$ cat src/rtl/i2c_pkg.sv
// -----------------------------------------------------------------------------
// i2c_pkg
// Shared definitions for the I2C request arbiter and its sub-blocks.
//   I2C_ADDR_W  : width of a 7-bit I2C slave address
//   I2C_DATA_W  : width of one write byte
//   TMO_CNT_W   : width of the transaction watchdog counter
//   arb_state_t : arbiter FSM states
//   tmo_cnt_t   : watchdog counter type
// -----------------------------------------------------------------------------
package i2c_pkg;

  localparam int I2C_ADDR_W = 7;
  localparam int I2C_DATA_W = 8;
  localparam int TMO_CNT_W  = 8;

  typedef logic [TMO_CNT_W-1:0] tmo_cnt_t;

  // IDLE     : waiting for any request
  // LAUNCH   : one-cycle start strobe to the master
  // WAIT     : master running, watchdog counting
  // COMPLETE : ack pulse to the grantee
  // DRAIN    : timed out, waiting for the master to release busy
  typedef enum logic [2:0] {
    ST_IDLE     = 3'd0,
    ST_LAUNCH   = 3'd1,
    ST_WAIT     = 3'd2,
    ST_COMPLETE = 3'd3,
    ST_DRAIN    = 3'd4
  } arb_state_t;

endpackage

$ cat src/rtl/rr_picker.sv
// -----------------------------------------------------------------------------
// rr_picker
// Combinational round-robin selector. Starting one position after the
// pointer (wrapping modulo NUM_REQ), returns the first requester whose
// request bit is set.
// Ports:
//   i_req    [NUM_REQ-1:0] : request level per requester
//   i_ptr    [IDX_W-1:0]   : index of the last served requester
//   o_winner [IDX_W-1:0]   : selected requester (0 when none found)
//   o_found                : at least one request bit is set
// -----------------------------------------------------------------------------
module rr_picker #(
  parameter  int NUM_REQ = 4,
  localparam int IDX_W   = $clog2(NUM_REQ)
) (
  input  logic [NUM_REQ-1:0] i_req,
  input  logic [IDX_W-1:0]   i_ptr,
  output logic [IDX_W-1:0]   o_winner,
  output logic               o_found
);

  logic [IDX_W-1:0] w_idx;

  // NOTE: every variable of a combinational block gets a default on entry,
  // otherwise paths that skip an assignment would infer a latch.
  always_comb begin
    o_winner = '0;
    o_found  = 1'b0;
    w_idx    = '0;
    // Walk from the farthest candidate towards the nearest; the nearest set
    // bit after the pointer is therefore the last one written and wins.
    for (int k = NUM_REQ; k >= 1; k--) begin
      w_idx = IDX_W'((int'(i_ptr) + k) % NUM_REQ);
      if (i_req[w_idx]) begin
        o_winner = w_idx;
        o_found  = 1'b1;
      end
    end
  end

endmodule

$ cat src/rtl/i2c_req_arbiter.sv
// -----------------------------------------------------------------------------
// i2c_req_arbiter
// Shares one i2c_master between NUM_REQ requesters issuing single-byte
// writes. Pending requests are granted round-robin; the granted address and
// data are registered and held until the next grant, because the master
// samples them late in its transfer. A watchdog aborts a transaction whose
// done pulse never arrives and, if the master is still busy, waits for it to
// go idle before granting again.
//
// Parameters:
//   NUM_REQ        : number of requesters, 2..8
//   TIMEOUT_CYCLES : cycles allowed from m_start to m_done, 1..255
// Ports:
//   clk, rst                   : clock, asynchronous active-high reset
//   req          [NUM_REQ]     : request level per requester
//   req_addr     [NUM_REQ*7]   : slave address, requester i at [7i+6:7i]
//   req_data     [NUM_REQ*8]   : write byte, requester i at [8i+7:8i]
//   req_ack      [NUM_REQ]     : one-cycle completion pulse (one-hot)
//   req_err      [NUM_REQ]     : one-cycle timeout pulse (one-hot)
//   m_start                    : start strobe to the master
//   m_slave_addr [7]           : address to the master
//   m_data       [8]           : data to the master
//   m_busy                     : master busy
//   m_done                     : master done (one-cycle pulse)
//   grant_id     [clog2(NUM_REQ)] : current or last grantee
//   arb_busy                   : high whenever the FSM is not idle
// -----------------------------------------------------------------------------
module i2c_req_arbiter
  import i2c_pkg::*;
#(
  parameter  int NUM_REQ        = 4,
  parameter  int TIMEOUT_CYCLES = 255,
  localparam int IDX_W          = $clog2(NUM_REQ)
) (
  input  logic                         clk,
  input  logic                         rst,
  input  logic [NUM_REQ-1:0]           req,
  input  logic [NUM_REQ*I2C_ADDR_W-1:0] req_addr,
  input  logic [NUM_REQ*I2C_DATA_W-1:0] req_data,
  output logic [NUM_REQ-1:0]           req_ack,
  output logic [NUM_REQ-1:0]           req_err,
  output logic                         m_start,
  output logic [I2C_ADDR_W-1:0]        m_slave_addr,
  output logic [I2C_DATA_W-1:0]        m_data,
  input  logic                         m_busy,
  input  logic                         m_done,
  output logic [IDX_W-1:0]             grant_id,
  output logic                         arb_busy
);

  // ---------------------------------------------------------------------------
  // Registers
  // ---------------------------------------------------------------------------
  arb_state_t              r_state;
  logic [IDX_W-1:0]        r_ptr;
  logic [IDX_W-1:0]        r_grant_id;
  logic [I2C_ADDR_W-1:0]   r_addr;
  logic [I2C_DATA_W-1:0]   r_data;
  tmo_cnt_t                r_cnt;
  logic                    r_m_start;
  logic                    r_arb_busy;
  logic [NUM_REQ-1:0]      r_req_ack;
  logic [NUM_REQ-1:0]      r_req_err;

  // ---------------------------------------------------------------------------
  // Combinational helpers
  // ---------------------------------------------------------------------------
  logic [IDX_W-1:0]        w_winner;
  logic                    w_found;
  logic [I2C_ADDR_W-1:0]   w_sel_addr;
  logic [I2C_DATA_W-1:0]   w_sel_data;
  tmo_cnt_t                w_cnt_next;
  logic                    w_timeout;
  logic [NUM_REQ-1:0]      w_grant_onehot;

  rr_picker #(
    .NUM_REQ (NUM_REQ)
  ) u_rr_picker (
    .i_req    (req),
    .i_ptr    (r_ptr),
    .o_winner (w_winner),
    .o_found  (w_found)
  );

  assign w_sel_addr     = req_addr[w_winner*I2C_ADDR_W +: I2C_ADDR_W];
  assign w_sel_data     = req_data[w_winner*I2C_DATA_W +: I2C_DATA_W];

  // The counter is cleared in LAUNCH and advanced on every WAIT cycle, so the
  // incremented value equals the number of WAIT cycles seen so far. Comparing
  // the incremented value puts the err pulse TIMEOUT_CYCLES+1 cycles after
  // m_start.
  assign w_cnt_next     = r_cnt + tmo_cnt_t'(1);
  assign w_timeout      = (w_cnt_next == tmo_cnt_t'(TIMEOUT_CYCLES));
  assign w_grant_onehot = NUM_REQ'(1) << r_grant_id;

  // ---------------------------------------------------------------------------
  // FSM, grant registers and watchdog
  // ---------------------------------------------------------------------------
  // NOTE: sequential state uses non-blocking assignments so every register
  // samples pre-edge values, independent of statement order.
  always_ff @(posedge clk or posedge rst) begin
    if (rst) begin
      r_state    <= ST_IDLE;
      r_ptr      <= IDX_W'(NUM_REQ - 1);  // requester 0 is searched first
      r_grant_id <= '0;
      r_addr     <= '0;
      r_data     <= '0;
      r_cnt      <= '0;
      r_m_start  <= 1'b0;
      r_arb_busy <= 1'b0;
      r_req_ack  <= '0;
      r_req_err  <= '0;
    end else begin
      // Strobes are single-cycle; only the states that fire them set them.
      r_m_start <= 1'b0;
      r_req_ack <= '0;
      r_req_err <= '0;

      unique case (r_state)
        ST_IDLE: begin
          if (w_found) begin
            r_grant_id <= w_winner;
            r_addr     <= w_sel_addr;
            r_data     <= w_sel_data;
            r_m_start  <= 1'b1;
            r_arb_busy <= 1'b1;
            r_state    <= ST_LAUNCH;
          end
        end

        ST_LAUNCH: begin
          r_cnt   <= '0;
          r_state <= ST_WAIT;
        end

        ST_WAIT: begin
          r_cnt <= w_cnt_next;
          // A done pulse coinciding with the timeout still counts as success.
          if (m_done) begin
            r_req_ack <= w_grant_onehot;
            r_state   <= ST_COMPLETE;
          end else if (w_timeout) begin
            r_req_err <= w_grant_onehot;
            r_ptr     <= r_grant_id;
            if (m_busy) begin
              r_state <= ST_DRAIN;
            end else begin
              r_arb_busy <= 1'b0;
              r_state    <= ST_IDLE;
            end
          end
        end

        ST_COMPLETE: begin
          r_ptr      <= r_grant_id;
          r_arb_busy <= 1'b0;
          r_state    <= ST_IDLE;
        end

        ST_DRAIN: begin
          // A late done from the abandoned transfer is deliberately ignored.
          if (!m_busy) begin
            r_arb_busy <= 1'b0;
            r_state    <= ST_IDLE;
          end
        end

        default: begin
          r_arb_busy <= 1'b0;
          r_state    <= ST_IDLE;
        end
      endcase
    end
  end

  // ---------------------------------------------------------------------------
  // Outputs are driven straight from registers
  // ---------------------------------------------------------------------------
  assign m_start      = r_m_start;
  assign m_slave_addr = r_addr;
  assign m_data       = r_data;
  assign grant_id     = r_grant_id;
  assign arb_busy     = r_arb_busy;
  assign req_ack      = r_req_ack;
  assign req_err      = r_req_err;

endmodule

$ cat config.mk
export PLATFORM = sky130hd
export DESIGN_NAME = i2c_req_arbiter
export DESIGN_NICKNAME = d
export VERILOG_FILES = /design/src/rtl/i2c_pkg.sv /design/src/rtl/rr_picker.sv /design/src/rtl/i2c_req_arbiter.sv
export SDC_FILE = /design/constraint.sdc
export NUM_CORES = 1
export LEC_CHECK = 0
export CAP_MARGIN = 20
export CORE_MARGIN = 3
export CORE_UTILIZATION = 42
export DETAILED_ROUTE_END_ITERATION = 6
export HOLD_SLACK_MARGIN = 0.03
export PLACE_DENSITY = 0.8
export SYNTH_ARGS = -nofsm -noshare
export SYNTH_HDL_FRONTEND = slang
export SYNTH_SLANG_ARGS = --single-unit
$ cat constraint.sdc
create_clock -name clk -period 2.55 [get_ports clk]
set_input_delay 0.3825 -clock clk [delete_from_list [all_inputs] [get_ports clk]]
set_output_delay 0.3825 -clock clk [all_outputs]
set_load 0.02 [all_outputs]
==> results.md, run 1 <==
- Status: finished, final reports clean
- CTS hold repair buffers: 0
- DR DRC count: 0
- Required time worst endpoint: about 2.7 ns
- Wirelength per Cell: 16.46 um
- Fraction of layout cells with a size suffix above 1: approximately 8%
- Number of synthesized register bits: 40
- HPWL Detailed: 4964 um
- Top cells by count, synth: dfrtp_1, mux2i_1, nand2_1, o21ai_0, nor2_1
- Ant diodes: 0
- Postcts setup bufs: 0
- Die Ht: between 70 and 80 um
- Setup TNS: 0 ns
- Largest net degree at the start of global routing: 41
- Vias: 2047
- GP Congestion: between 0.9 and 1
- EDFF count, synth: 0
- IO Count: 95
- Number of global-route vias before repair: around 2000
- Post-synth cell types: 41
- CP Class: in2reg
- Final Hold Slack: 0.4988 ns
- Remaining antenna violation count: 0
- Met3 wire length: roughly 510 um
- First-pass iteration count of the detailed router: 4
- Main synth FF type: dfrtp_1
- Part of the cycle the worst path needs: between 80% and 90%
- Reg power frac: a little under a third
- Pint: roughly 2000 uW
- Net Sw Frac: between 40% and 50%
- Hold depth: 2
- Synth area leader: dfrtp_1
- Cell area after synthesis: ~2200 sq um
- Worst-path clk slew: ~0.080 ns
- Sw Pwr: 1373 uW
- Die Area: a little over 6000 sq um
- Peak supply drop: just over 0.6 mV
- Initial antenna violation count: 0
- GRT Total Usage: 20.80%
- Overflow after GRT: 0
- Worst-Skew Late Latency: 0.30 ns
- Max Used Layer: met4
- Row Count: 25
- Worst-case reg-to-reg path depth: 6
- RSZ-0062 raised after global routing: false
- Fin nets: about 380
- H-tree Lvls: 2
- Final WL: roughly 6300 um
- Worst Max-Slew Pin Slew: about 0.5 ns
- Top-count cell post-synth: dfrtp_1
- Setup-failing EPs final: 0
- Synth Area per Inst: ~10 sq um
- Reg area: 1003 sq um
- Fillers: about 380
- CTS root buf: clkbuf_8
- Clock network fraction of design power: 15.9%
- Synth async-reset ratio: 100.0%
- First-iteration detailed-routing DRC count: between 100 and 150
- Post-route worst setup slack: approximately 0.32 ns
- CP Data Arrival Time: ~2.4 ns
- Met2 WL: around 3000 um
- Fin crit period: approximately 2.2 ns
- Die Wd: between 70 and 80 um
- Setup Skew: about 0.011 ns
- Leading post-synthesis cells by cell area: dfrtp_1, mux2i_1, a221oi_2, nand2_1, o21ai_0
- F_max: 449.2 MHz
- Post-Synthesis Cells: around 220
- Synth top area share: 43.04%
- Multi-input gate area: 1125 sq um
- Post-synth net total: approximately 290
- Comb pwr share: 52.8%
- Critical path capture point type: flop
- Clock sinks: 40
- Max Cap Viol: 0
- Core box area: between 4000 and 5000 sq um
- Port bufs: 94
- Hold Path Class: reg2reg
- Vias per cell: about 5.4
- Final Hold Vio Count: 0
- Layout area overhead: 51.30%
- CTS buffer count: 5
- P_leak: ~0.0014 uW
- Post-CTS Resized: 0
- Pre-CTS setup slack: roughly 0.023 ns
- Pwr Total: ~3400 uW
- Initial Utilization: approximately 45%
- Max FO, Critical Path: 12
- Final Max Slew Viols: 0
- CTS tree: done
- Met1 Wirelength: roughly 2600 um
- Register area share after synthesis: between 40% and 50%
- Pwr per Cell Area: roughly 1000 nW/um^2
- Clock Path Buffers: 2
- Yosys warning total: 0
- Startpoint types: primary input
- Max transition margin: 66.97%
- Global-route wire length before repair: 10200 um
-- critical path, stage by stage --
cell and delay [ns]:
clkdlybuf4s50_1 0.63, nor4_1 0.12, or4_4 0.53, inv_2 0.20
and2_1 0.38, a221oi_1 0.15
-- logic make-up after synthesis --
family          Yosys count  share of synthesized area (%)
fa+ha+maj                 3                          1.585
compound gates           48                          16.82
flops                    40                          45.41
buf+inv                  16                          3.680
mux                      33                          15.06
simple gates             78                          17.44
-- cell type report --
class                           count  area share, %
Inverter                            5         0.5614
Timing Repair Buffer               99          29.64
Clock buffer                        6          2.470
Sequential cell                    40          30.01
Clock inverter                      2          1.160
Tap cell                           67          2.507
Multi-Input combinational cell    162          33.65
-- layer usage --
metal  up-vias  GRT usage (%)
met5         -              0
met4         0          4.545
met3         6          7.225
met2        78          35.31
met1       973          25.44
li1        990              -
-- layout by cell type, fill, tap and decap left out, drive strengths merged, types with 6 or more instances in the layout --
cell	n
dfrtp	38
nor3	8
nand2b	10
a21oi	6
a221oi	7
nand2	24
nor2	17
o21ai	19
clkbuf	6
mux2i	31
o221ai	8
clkdlybuf4s50	94
-- sequential cells by signal, summed over array words and instances, names as in the netlist --
signal and count:
arb_busy 1, m_data 8, req_ack 4, grant_id 2, m_start 1, m_slave_addr 7, r_state 3, r_ptr 2
req_err 4, r_cnt 8
-- power by group through the flow --
stage | Sequential (uW) | Combinational (uW) | Clock, uW
6_report | 1070 | 1800 | 542
5_1_grt | 1100 | 1940 | 589
4_1_cts | 1070 | 1820 | 555
3_5_place_dp | 1080 | 1810 | 0
3_3_place_gp | 1080 | 1760 | 0
2_1_floorplan | 1200 | 1020 | 0
-- per-stage QoR --
| stage | cell area [sq um] | utilization [%] | instances |
|---|---|---|---|
| after floorplan | 2210 | - | 218 |
| after global placement | 3222 | 65.61 | 373 |
| after detailed placement | 3222 | 65.61 | 373 |
| after CTS | 3343 | 68.08 | 381 |
| after global routing | 3343 | 68.08 | 381 |
| final | 3343 | 68.08 | 381 |
-- path summary, 6_finish.rpt --
check                      slack [ns]         endpoint      start
min in group asynchronous        0.54        m_data[1]        rst
max reg2reg                      0.52        m_data[0]   r_ptr[1]
max                              0.32  m_slave_addr[4]     req[1]
min                              0.50        m_data[1]  m_data[1]
max in group asynchronous        1.64         r_ptr[1]        rst
min reg2reg                      0.50        m_data[1]  m_data[1]
Power figures use the tool's default switching activity.
==> run 2, diff against run 1 <==
CORE_ASPECT_RATIO = 2   (was not set)
==> results.md, run 2 (synthesis gave the netlist of run 1 again) <==
- Status: finished, final reports clean
- HPWL Detailed: 4889 um (-1.5%)
- Clock sinks: 40 (unchanged)
- Pwr per Cell Area: 1020 nW/um^2 (about the same)
- GP Congestion: 0.7866 (-14%)
- Ant diodes: 0 (unchanged)
- Fillers: 419 (+9.1%)
- R2r startpoint: r_ptr[1]
- Die Area: 6220 sq um (+0.86%)
- Highest-delay cell along the critical path: clkdlybuf4s50_1
- Max Cap Viol: 0 (unchanged)
- Postcts setup bufs: 0 (unchanged)
- Worst-path cell chain: clkdlybuf4s50_1, nor4_1, or4_4, inv_2, and2_1, a221oi_1
- Port bufs: 94 (unchanged)
- Wirelength per Cell: 16.47 um (about the same)
- Clock Path Buffers: 2 (unchanged)
- F_max: 476.0 MHz (+6.0%)
- Vias: 2056 (+0.44%)
- H-tree Lvls: 2 (unchanged)
- Layout area overhead: 51.13%
- Final WL: 6145 um (-2.0%)
- Die Wd: 57.29 um (-27%)
- Overflow after GRT: 0 (unchanged)
- GRT Total Usage: 20.15% (-0.65 points)
- Critical path startpoint: req[1]
- Post-CTS Resized: 0 (unchanged)
- Max FO, Critical Path: 12 (unchanged)
- Critical path buffers and inverters: 2 (unchanged)
- Worst-path clk slew: 0.08 ns (about the same)
- Core box area: 5000 sq um (+1.8%)
- Top Family by Delay on Critical Path: simple AND/OR/NAND/NOR gates
- Critical path capture point type: flop
- Die Ht: 108.6 um (+38%)
- Number of global-route vias before repair: 2065 (+3.3%)
- Fin nets: 385 (+0.52%)
- CP Data Arrival Time: 2.25 ns (-0.13 ns)
- P_leak: 0.001423 uW (+0.26%)
- Crit-path max cell delay: 0.61 ns (-0.02 ns)
- CTS hold repair buffers: 0 (unchanged)
- Part of the cycle the worst path needs: 82.39% (-4.9 points)
- Setup Skew: 0.008133 ns (-0.003320 ns)
- Largest net degree at the start of global routing: 41 (unchanged)
- Pwr Total: 3407 uW (about the same)
- Row Count: 36 (+44%)
- Fin crit period: 2.101 ns (-0.1255 ns)
- Commonest cells after routing, fill and taps aside: clkdlybuf4s50_1, dfrtp_1, mux2i_1
- IO Count: 95 (unchanged)
- First-iteration detailed-routing DRC count: 40 (-69%)
- Worst Max-Slew Pin Slew: 0.5048 ns (+0.009285 ns)
- Startpoint types: primary input
- Initial antenna violation count: 0 (unchanged)
- Fraction of layout cells with a size suffix above 1: 8.544% (+0.58 points)
- Global-route wire length before repair: 9777 um (-4.1%)
- Setup TNS: 0 ns (unchanged)
- Hold Path Origin: m_slave_addr[5]
- CTS root buf: clkbuf_8
- Initial Utilization: 44.19% (-0.80 points)
- CP Class: in2reg
- Vias per cell: 5.512 (+2.6%)
- Post-route worst setup slack: 0.4491 ns (+0.1255 ns)
- Final Hold Vio Count: 0 (unchanged)
- Remaining antenna violation count: 0 (unchanged)
- Setup-failing EPs final: 0 (unchanged)
- Peak supply drop: 0.9012 mV (+48%)
- Final Max Slew Viols: 0 (unchanged)
- First-pass iteration count of the detailed router: 4 (unchanged)
- Hold Path Class: reg2reg
- DR DRC count: 0 (unchanged)
- CTS tree: done
- Max transition margin: 66.35% (-0.62 points)
- Required time worst endpoint: 2.70 ns (about the same)
- CTS buffer count: 5 (unchanged)
- Commonest non-fill, non-tap cell in the layout: clkdlybuf4s50_1
- Pre-CTS setup slack: 0.1465 ns (+0.1235 ns)
- Worst-Skew Late Latency: 0.29 ns (about the same)
- RSZ-0062 raised after global routing: false
-- run 2: changes by cell type in the layout (fill, tap and decap cells not counted), sizes merged --
cell,delta
clkinv,-1
clkbuf,-1
inv,+1
clkinvlp,+1
buf,+2
-- run 2: worst reg2reg max path, cell delays in order (launching register included) --
cell	delay, ns
dfstp_2	0.61
mux2i_1	0.20
nor2_1	0.08
a311oi_4	0.30
buf_12	0.27
mux2i_1	0.14
a221oi_1	0.30
-- run 2: final timing paths --
| check | end | slack [ns] | cells after the start |
|---|---|---|---|
| min in group asynchronous | m_data[1] | 0.52 | 3 |
| worst max-delay path | m_slave_addr[4] | 0.45 | 6 |
| worst max register to register | m_slave_addr[4] | 0.56 | 6 |
| worst min-delay path | m_slave_addr[5] | 0.49 | 2 |
| max in group asynchronous | r_ptr[1] | 1.68 | 3 |
| worst min register to register | m_slave_addr[5] | 0.49 | 2 |
-- run 2: final cells by class --
class | count | area, sq um | share of cell area, %
Clock buffer | 5 | 68.82 | 2.061
Clock inverter | 3 | 46.29 | 1.386
Inverter | 5 | 18.77 | 0.5620
Multi-Input combinational cell | 162 | 1125 | 33.68
Sequential cell | 40 | 1003 | 30.05
Tap cell | 57 | 71.32 | 2.136
Timing Repair Buffer | 101 | 1006 | 30.12
-- run 2: per-layer routing --
layer  part of all wire [%]  global-route usage, %  wire [um]  vias up
li1                       -                      -          -      991
met1                     33                  20.53       2026      977
met4                    4.8                  11.44        293        0
met5                      0                      0          0        -
met3                    4.6                  3.823        283       19
met2                     58                  37.07       3542       69
-- run 2: metrics by stage --
stage	hold WS, ns	utilization, %	cell area [sq um]	cells
floorplan	0.4512	-	2210	218
global placement	0.4694	64.49	3224	365
global route	0.5283	66.79	3339	373
detailed placement	0.4770	64.49	3224	365
CTS	0.4998	66.79	3339	373
finish	0.4927	66.79	3339	373
-- run 2: power breakdown --
| group | leakage, uW | internal, uW | switching, uW |
|---|---|---|---|
| Sequential | 0.000503 | 863 | 219 |
| Clock | 0.0000548 | 295 | 230 |
| Combinational | 0.000864 | 875 | 926 |
| Total | 0.00142 | 2030 | 1380 |
